$ cat config.mk
export PLATFORM = sky130hd
export DESIGN_NAME = temporal_decoder
export DESIGN_NICKNAME = d
export VERILOG_FILES = /design/src/rtl/hdc_pkg.sv /design/src/rtl/temporal_decoder_ngram_history.sv /design/src/rtl/temporal_decoder.sv
export SDC_FILE = /design/constraint.sdc
export NUM_CORES = 1
export LEC_CHECK = 0
export CAP_MARGIN = 20
export CORE_ASPECT_RATIO = 0.7
export CORE_UTILIZATION = 52
export CTS_CLUSTER_SIZE = 12
export DETAILED_ROUTE_END_ITERATION = 10
export PLACE_DENSITY = 0.82
export REMOVE_ABC_BUFFERS = 1
export SLEW_MARGIN = 30
export SYNTH_ARGS = -nofsm -noshare
export SYNTH_HDL_FRONTEND = slang
export SYNTH_HIERARCHICAL = 1
export SYNTH_SLANG_ARGS = --single-unit
$ cat constraint.sdc
create_clock -name clk -period 1.5 [get_ports clk]
set_input_delay 0.15 -clock clk [delete_from_list [all_inputs] [get_ports clk]]
set_output_delay 0.15 -clock clk [all_outputs]
set_load 0.01 [all_outputs]
$ cat src/rtl/hdc_pkg.sv
// hdc_pkg: shared hypervector sizing and decoder state encoding
package hdc_pkg;
    localparam int HV_DIMENSION = 8;
    localparam int NGRAM_SIZE = 3;
    typedef enum logic [1:0] {IDLE, DECODE, HOLD} dec_state_t;
endpackage

$ cat src/rtl/temporal_decoder_ngram_history.sv
// ngram_history: N-1 recovered hypervectors, exposed pre-shifted for un-binding
module ngram_history #(
    parameter int W = 8,
    parameter int N = 3
) (
    input  logic                    clk,
    input  logic                    rst,
    input  logic                    shift_en,
    input  logic                    clear,
    input  logic [W-1:0]            din,
    output logic [N-2:0][W-1:0]     shifted
);
    logic [N-2:0][W-1:0] r_hist;
    // history shift register; clear wins over shift so a new stream starts from zero
    always_ff @(posedge clk or posedge rst) begin
        if (rst) begin
            r_hist <= '0;
        end else if (clear) begin
            r_hist <= '0;
        end else if (shift_en) begin
            r_hist[0] <= din;
            for (int k = 1; k < N - 1; k++) r_hist[k] <= r_hist[k-1];
        end
    end
    for (genvar g = 0; g < N - 1; g++) begin : g_sh
        assign shifted[g] = r_hist[g] >> (g + 1);
    end
endmodule

$ cat src/rtl/temporal_decoder.sv
// temporal_decoder: recovers per-timestep hypervectors from bound n-grams
module temporal_decoder
    import hdc_pkg::*;
#(
    parameter int HV_DIMENSION = hdc_pkg::HV_DIMENSION,
    parameter int NGRAM_SIZE = hdc_pkg::NGRAM_SIZE
) (
    input  logic                    clk,
    input  logic                    rst,
    input  logic                    hvin_valid,
    output logic                    hvin_ready,
    input  logic [HV_DIMENSION-1:0] hvin,
    input  logic                    history_clear,
    output logic                    hvout_valid,
    input  logic                    hvout_ready,
    output logic [HV_DIMENSION-1:0] hvout
);
    dec_state_t r_state, w_next;
    logic [HV_DIMENSION-1:0] r_in_buf, r_hvout, w_dec;
    logic [NGRAM_SIZE-2:0][HV_DIMENSION-1:0] w_shifted;
    ngram_history #(.W(HV_DIMENSION), .N(NGRAM_SIZE)) u_hist (
        .clk      (clk),
        .rst      (rst),
        .shift_en (r_state == DECODE),
        .clear    (r_state == IDLE && history_clear),
        .din      (w_dec),
        .shifted  (w_shifted)
    );
    // un-bind: strip every shifted history term from the captured n-gram
    always_comb begin
        w_dec = r_in_buf;
        for (int k = 0; k < NGRAM_SIZE - 1; k++) w_dec = w_dec ^ w_shifted[k];
    end
    // next state and handshake outputs, decoded from the state register only
    always_comb begin
        w_next = r_state;
        hvin_ready = 1'b0;
        hvout_valid = 1'b0;
        case (r_state)
            IDLE: begin
                hvin_ready = 1'b1;
                w_next = hvin_valid ? DECODE : IDLE;
            end
            DECODE: w_next = HOLD;
            HOLD: begin
                hvout_valid = 1'b1;
                w_next = hvout_ready ? IDLE : HOLD;
            end
            default: w_next = IDLE;
        endcase
    end
    // state, input capture and registered result
    always_ff @(posedge clk or posedge rst) begin
        if (rst) begin
            r_state <= IDLE;
            r_in_buf <= '0;
            r_hvout <= '0;
        end else begin
            r_state <= w_next;
            if (r_state == IDLE && hvin_valid) r_in_buf <= hvin;
            if (r_state == DECODE) r_hvout <= w_dec;
        end
    end
    assign hvout = r_hvout;
endmodule

# Yosys cells after proc, flatten, opt, wreduce, memory -nomap -nowiden
# Cells that the tools add are included.
[totals]
wordCells = 20
in_bits = 13
rom_bits = 0
latch_bits = 0
reg_bits = 34
mem_count = 0
ramBits = 0
output_inout_bits = 10
[op_classes]
n_mul = 0
bitwise_logic = 2
n_eq_ne = 2
n_mux = 7
shifts = 0
n_addsub = 0
n_lt_le_gt_ge = 0
n_reduce_logical = 4
n_div = 0
[ops]
columns = ["cell", "n"]
rows = [
  ["$mux 16", 2],
  ["$xor 8x6->8", 1],
  ["$xor 8x7->8", 1],
  ["$pmux 2 s3", 1],
  ["$mux 1", 3],
  ["$eq 2x1->1 const B", 1],
  ["$eq 2x2->1 const B", 1],
  ["$logic_and 1x1->1", 2],
  ["$logic_not 2->1", 1],
  ["$mux 2", 1],
  ["$reduce_bool 2->1", 1],
]

# Longest topological paths before layout
# Gate-level depths: netlist of run 1.
[logic_depth]
word_depth = 4
depth_mapped = 6

# By module
# Netlist of run 1, hierarchy kept.
[by_module_without_submodules]
columns = ["module", "cells_each", "instances", "area_per_inst_um2"]
rows = [
  ["temporal_decoder", 52, 1, 910.9],
  ["ngram_history", 47, 1, 569.3],
]

# Worst setup path after synthesis of run 1
# Ideal clock, no wire load.
[synth_timing]
path_type = "reg2reg"
start = "reg r_state[1]"
end = "reg u_hist.r_hist, in the netlist u_hist/shifted[0]"
setup_time_ns = 0.132
arrival_ns = 1.159
stages_incl_launch_ff = 7
setup_slack_ns = 0.209
cell_sequence = "dfrtp_1 -> nor2b_1 -> buf_4 -> buf_6 -> buf_12 -> mux2i_1 -> nor2_1"
[synth_via]
elab_chain_cells = 3
word_cells_on_any_way = 5
cone_classes = "1 x eq/ne; 1 x mux; 3 x reduce/logical"
[synth_lines]
columns = ["item", "line", "source"]
rows = [
  ["from (decl)", "temporal_decoder.sv:18", "dec_state_t r_state, w_next;"],
  ["from (signal assigned)", "temporal_decoder.sv:59", "r_state <= w_next;"],
  ["$logic_not 2->1", "temporal_decoder.sv:25", ".clear (r_state == IDLE && history_clear),"],
  ["$logic_and 1x1->1", "temporal_decoder.sv:25", ""],
  ["$mux 16 / $reduce_bool 2->1 (equally long branches)", "-", ""],
  ["to (decl)", "temporal_decoder_ngram_history.sv:13", "logic [N-2:0][W-1:0] r_hist;"],
]
# Parallel ways exist; a longest one is shown, timed or not.
# A chain may end at the register's enable or synchronous reset.

# Worst setup path after layout of run 1
[layout_timing]
start = "reg r_state[1]"
end = "reg r_in_buf[7]"
[layout_via]
elab_chain_cells = 2
[layout_lines]
columns = ["item", "line", "source"]
rows = [
  ["$logic_not 2->1", "temporal_decoder.sv:60", "if (r_state == IDLE && hvin_valid) r_in_buf <= hvin;"],
  ["$logic_and 1x1->1", "temporal_decoder.sv:60", ""],
  ["to (signal assigned)", "temporal_decoder.sv:60", ""],
  ["to (decl)", "temporal_decoder.sv:19", "logic [HV_DIMENSION-1:0] r_in_buf, r_hvout, w_dec;"],
]
# Every way passes these cells.

==> impl_metrics.json, run 1 <==
{
  "drive_above_1_share": 0.2462,
  "hold_viol": 0,
  "worstPathCellList": "buf_4 > nor3b_2 > buf_2 > mux2_2",
  "port_buffers": 22,
  "grt_usage": 0.2018,
  "slowest_delay_ps": 410,
  "setup_violations": 0,
  "drt-total-wl_mm": 2.602,
  "nets": 142,
  "hp-class": "in -> async",
  "status": "complete, no violations",
  "n_antenna_cell": 0,
  "cp.arrival_ps": 1600,
  "ys_seq_area_frac": 0.5241,
  "syn2layout_area_growth_pct": 24.68,
  "maxCapViolCount": 0,
  "firstDrtPassIters": 4,
  "critPathTopFamily": "flip-flops",
  "overflow": 0,
  "worstRegToRegCells": 4,
  "final_cell_mix": "dfrtp_1, clkdlybuf4s50_1, nor2_1, mux2i_1",
  "clock_latency_ps": 290,
  "slew_viol_final": 0,
  "start_util": 0.5757,
  "dp_cells": 153,
  "grt_setup_unrepaired": "no",
  "cts-root-buf": "clkbuf_8",
  "switchingPower_uw": 1191,
  "power_frac_clock": 0.177,
  "die_h_um": 46.64,
  "gp_congestion": 0.7438,
  "p_leak_uw": 0.0008897,
  "layout_commonest_cell": "dfrtp_1",
  "grt_pass1_wl_mm": 4.105,
  "synth-seq-cells": 31,
  "min_period_ps": 1423,
  "cts_tree": "built",
  "synth_cell_type_count": 16,
  "max_slew_margin": 0.6437,
  "synth_cells": 99,
  "grt_pass1_vias": 854,
  "clkTransAtPathRegs_ps": 70,
  "critPathKind": "reg -> reg",
  "cts_hold_buffers": 0,
  "internal_power_uw": 2853,
  "comb_power_share": 0.458,
  "finalClockSkew_ps": 8.459,
  "crit_required_ps": 1680,
  "cts.sinks": 31,
  "r2r_slack_ps": 80,
  "fp.dieW_um": 65.77,
  "pwr-share-seq": 0.365,
  "core_region_area_um2": 2571,
  "cp.depth": 4,
  "cts_buffer_depth": 2,
  "switching_share": 0.2946,
  "startpoint_type": "register",
  "antenna_found_initial": 0,
  "drtIter0Drc": 31,
  "critPathSlowestCell": "dfrtp_1",
  "power.density_nw_per_um2": 2191,
  "crit_fanout": 4,
  "rows": 15,
  "htree_levels": 2,
  "endpoint_kind": "register",
  "grt_max_degree": 23,
  "drc": 0,
  "nFillCells": 169,
  "viasPerCell": 5.098,
  "cp-startpoint": "r_state[1]",
  "final_cells": 164,
  "wl_per_cell_um": 15.87,
  "postRouteAntennaNets": 0,
  "tightest_slew_ps": 533.9,
  "yosys_warnings": 6,
  "tns_ps": 0,
  "critPathCapture": "r_in_buf[7]",
  "r2r_end": "r_in_buf[7]",
  "place.detailed.hpwl_mm": 1.688,
  "ios": 23,
  "rr_startpoint": "r_state[1]",
  "avgSynthCellArea_um2": 14.95,
  "syn-cell-area_um2": 1480,
  "worstPathBufferInverterCount": 2,
  "dieArea_um2": 3068,
  "cts-buffers-inserted": 5,
  "fmax_mhz": 702.9,
  "ir_drop_mv": 1.359,
  "final.period_utilization": 0.9485,
  "vias": 836
}
-- worst min-delay path by stage --
stage / start / endpoint / cells after the start
after global placement: hvout[5] / hvout[5] / 1
after detailed placement: hvout[7] / hvout[7] / 1
final: rst / r_state[0] / 3
after CTS: rst / r_in_buf[7] / 3
after floorplan: rst / u_hist/shifted[0] / 1
after global routing: rst / r_in_buf[7] / 3
-- what timing repair did --
item / 4_1_cts / 5_1_grt
setup endpoints to repair: 2 / 7
cloned: 0 / 1
gates resized for setup: 2 / 2
buffers inserted: 2 / 0
-- cell type report --
cell class              count  area, µm²  share of cell area
well taps                  34      42.54             0.02305
flip-flops and latches     31      775.7              0.4203
clock buffers               8      100.1             0.05424
inverters                   3      11.26            0.006102
multi-input cells          59      635.6              0.3444
repair buffers             29      280.3              0.1519
-- flip-flops by register name, indices dropped and copies added, names as in the netlist --
register,flops
hvout,8
r_in_buf,8
r_state,2
u_hist/shifted,13
-- per-layer routing --
metal	part of all wire	up-vias	track usage
met5	0	-	0
li1	-	385	-
met3	0.059	8	0.06683
met1	0.50	420	0.2676
met4	0.023	0	0.1435
met2	0.42	23	0.2796
-- metrics by stage --
step	total power (µW)	worst slack, ps	hold WS, ps	cell area (µm²)	util
6_report	4044	77.30	225.8	1846	0.7178
5_1_grt	4271	18.74	259.9	1846	0.7178
4_1_cts	4050	74.74	229.2	1836	0.7139
3_5_place_dp	3302	2.909	494.6	1723	0.6701
3_3_place_gp	3240	63.59	495.4	1723	0.6701
2_1_floorplan	2731	-812.3	26.96	1415	-
-- tightest hold or removal path: cells and delay by family --
kind	cells	cell delay [ps]
buf+inv	3	740
-- power groups by stage --
stage	sequential (µW)	clock (µW)	combinational [µW]
after detailed placement	1480	0	1820
after global placement	1460	0	1780
after global routing	1530	762	1980
after CTS	1480	726	1850
final	1480	714	1850
after floorplan	1470	0	1260
-- synthesized netlist by cell type --
cell type	count	area, µm²
dfrtp_1	31	775.7
nor2_1	14	52.55
mux2i_1	13	130.1
mux2_2	8	90.09
mux2_4	8	120.1
xor3_1	8	190.2
buf_4	5	37.54
inv_1	3	11.26
nor2b_1	2	12.51
a21o_1	1	7.510
and2_1	1	6.260
buf_12	1	20.02
buf_6	1	11.26
clkbuf_1	1	3.750
conb_1	1	3.750
nor3b_1	1	7.510
-- cell families (layout without fill, tap and decap cells) --
kind of cell    Yosys count  after routing  synth area share
mux                      29             29            0.2299
simple gates             18             18           0.05326
xor+xnor                  8              8            0.1285
buf+inv                  11             40           0.05664
flops                    31             31            0.5241
compound gates            1              1          0.005074
other cells               1              3          0.002533
No activity file was read; power rests on OpenSTA's default activity.
==> run 2, diff against run 1 <==
Settings changed: CTS_CLUSTER_DIAMETER set to 100.
==> results of run 2 <==
The final DEF is identical to that of run 1; final timing and power are the same.
==> patch (settings of run 2) <==
Reset style: synchronous (`rst`), changed in 2 clocked blocks.
--- a/src/rtl/temporal_decoder_ngram_history.sv
+++ b/src/rtl/temporal_decoder_ngram_history.sv
@@ -12,7 +12,7 @@
 );
     logic [N-2:0][W-1:0] r_hist;
     // history shift register; clear wins over shift so a new stream starts from zero
-    always_ff @(posedge clk or posedge rst) begin
+    always_ff @(posedge clk) begin
         if (rst) begin
             r_hist <= '0;
         end else if (clear) begin
--- a/src/rtl/temporal_decoder.sv
+++ b/src/rtl/temporal_decoder.sv
@@ -50,7 +50,7 @@
         endcase
     end
     // state, input capture and registered result
-    always_ff @(posedge clk or posedge rst) begin
+    always_ff @(posedge clk) begin
         if (rst) begin
             r_state <= IDLE;
             r_in_buf <= '0;
Check against the original RTL: differs if rst is asserted again (counterexample within 4 cycles, from zero or initial values and one cycle with rst high); with rst held inactive, the same outputs for 10 cycles.
==> patch against run 2 <==
- register-to-register slack better by 0.10 ns
- sequential cell count is the same
- final area down 14%
- worst setup slack improved by 0.026 ns
- routed wire length fell by 1.8%
- fmax increased by 1.8%
- synthesized area down 12%
- critical path type is now reg -> out
Power is not compared: it rests on default switching activity, and its combinational part moved more than twofold at a synthesized area within 25%.
==> patch: results (changes against run 2) <==
Yosys
  – Ranking of synthesized cells by area: sky130_fd_sc_hd__dfxtp_1, sky130_fd_sc_hd__mux2i_1, sky130_fd_sc_hd__xnor2_1
  – Xor and xnor fraction of the mapped netlist area: 0.112 (-0.0163)
  – Unique masters post-synth: 18 (+2)
  – Share of the yosys chip area belonging to registers: 0.476 (-0.0485)

Status
  – Outcome: completed

Critical path
  – Register-to-register setup slack: 0.18 ns (+0.10 ns)
  – End point of the critical path: hvout[3]
  – Worst EP arrival: 1.25 ns (-0.35 ns)
  – Critical register-to-register path endpoint: u_hist/shifted[12]
  – CP Launch Point: hvout[3]

Placed design
  – Detailed Place HPWL: 1.89 mm (+12%)

GRT
  – Met3 Track Usage GR: 0.0985 (+0.0317)
  – Via count of the first global-routing pass: 870 (+1.9%)
  – Global Route met1 Usage: 0.259 (-0.00823)
  – Met2 Use GR: 0.366 (+0.0860)
  – Global-route wire length before repair: 4.07 mm (-0.83%)
  – Pin count of the biggest net entering global routing: 14 (-39%)

Hold path
  – Tightest Hold Check Type: in -> reg

Timing
  – Worst setup skew after layout: 0.00655 ns (-0.00190 ns)
  – Min Hold Slack: 0.431 ns (+0.205 ns)

Clocking
  – Post-CTS repair timing setup buffer count: 0 (-2)
  – Clock tree root buffer cell: sky130_fd_sc_hd__clkbuf_4

Drt
  – Routed metal-1 wirelength: 1.17 mm (-8.9%)
  – Routed via count divided by cell count: 4.89 (-4.0%)
  – Met2 wire length: 1.17 mm (+6.5%)
  – Detailed-route wire length per cell: 14.4 µm (-9.5%)
==> patch: changes by cell type in the layout (fill, tap and decap cells not counted), moves of 3 or more <==
cell / change
sky130_fd_sc_hd__a22o_1: +7
sky130_fd_sc_hd__clkbuf_4: +5
sky130_fd_sc_hd__clkbuf_8: -7
sky130_fd_sc_hd__clkinv_2: +3
sky130_fd_sc_hd__dfrtp_1: -31
sky130_fd_sc_hd__dfxtp_1: +30
sky130_fd_sc_hd__mux2_2: -8
sky130_fd_sc_hd__mux2_4: -8
sky130_fd_sc_hd__mux2i_1: +9
sky130_fd_sc_hd__nor2_1: +11
sky130_fd_sc_hd__xnor2_1: +14
sky130_fd_sc_hd__xor3_1: -7
==> patch: final cells by class <==
type | instances | area, µm² | share of cell area
timing repair buffer | 26 | 260 | 0.165
sequential | 31 | 622 | 0.393
clock buffer | 5 | 37.5 | 0.0237
multi-input combinational | 80 | 603 | 0.381
clock inverter | 3 | 15.0 | 0.00949
inverter | 1 | 3.75 | 0.00237
tap | 32 | 40.0 | 0.0253
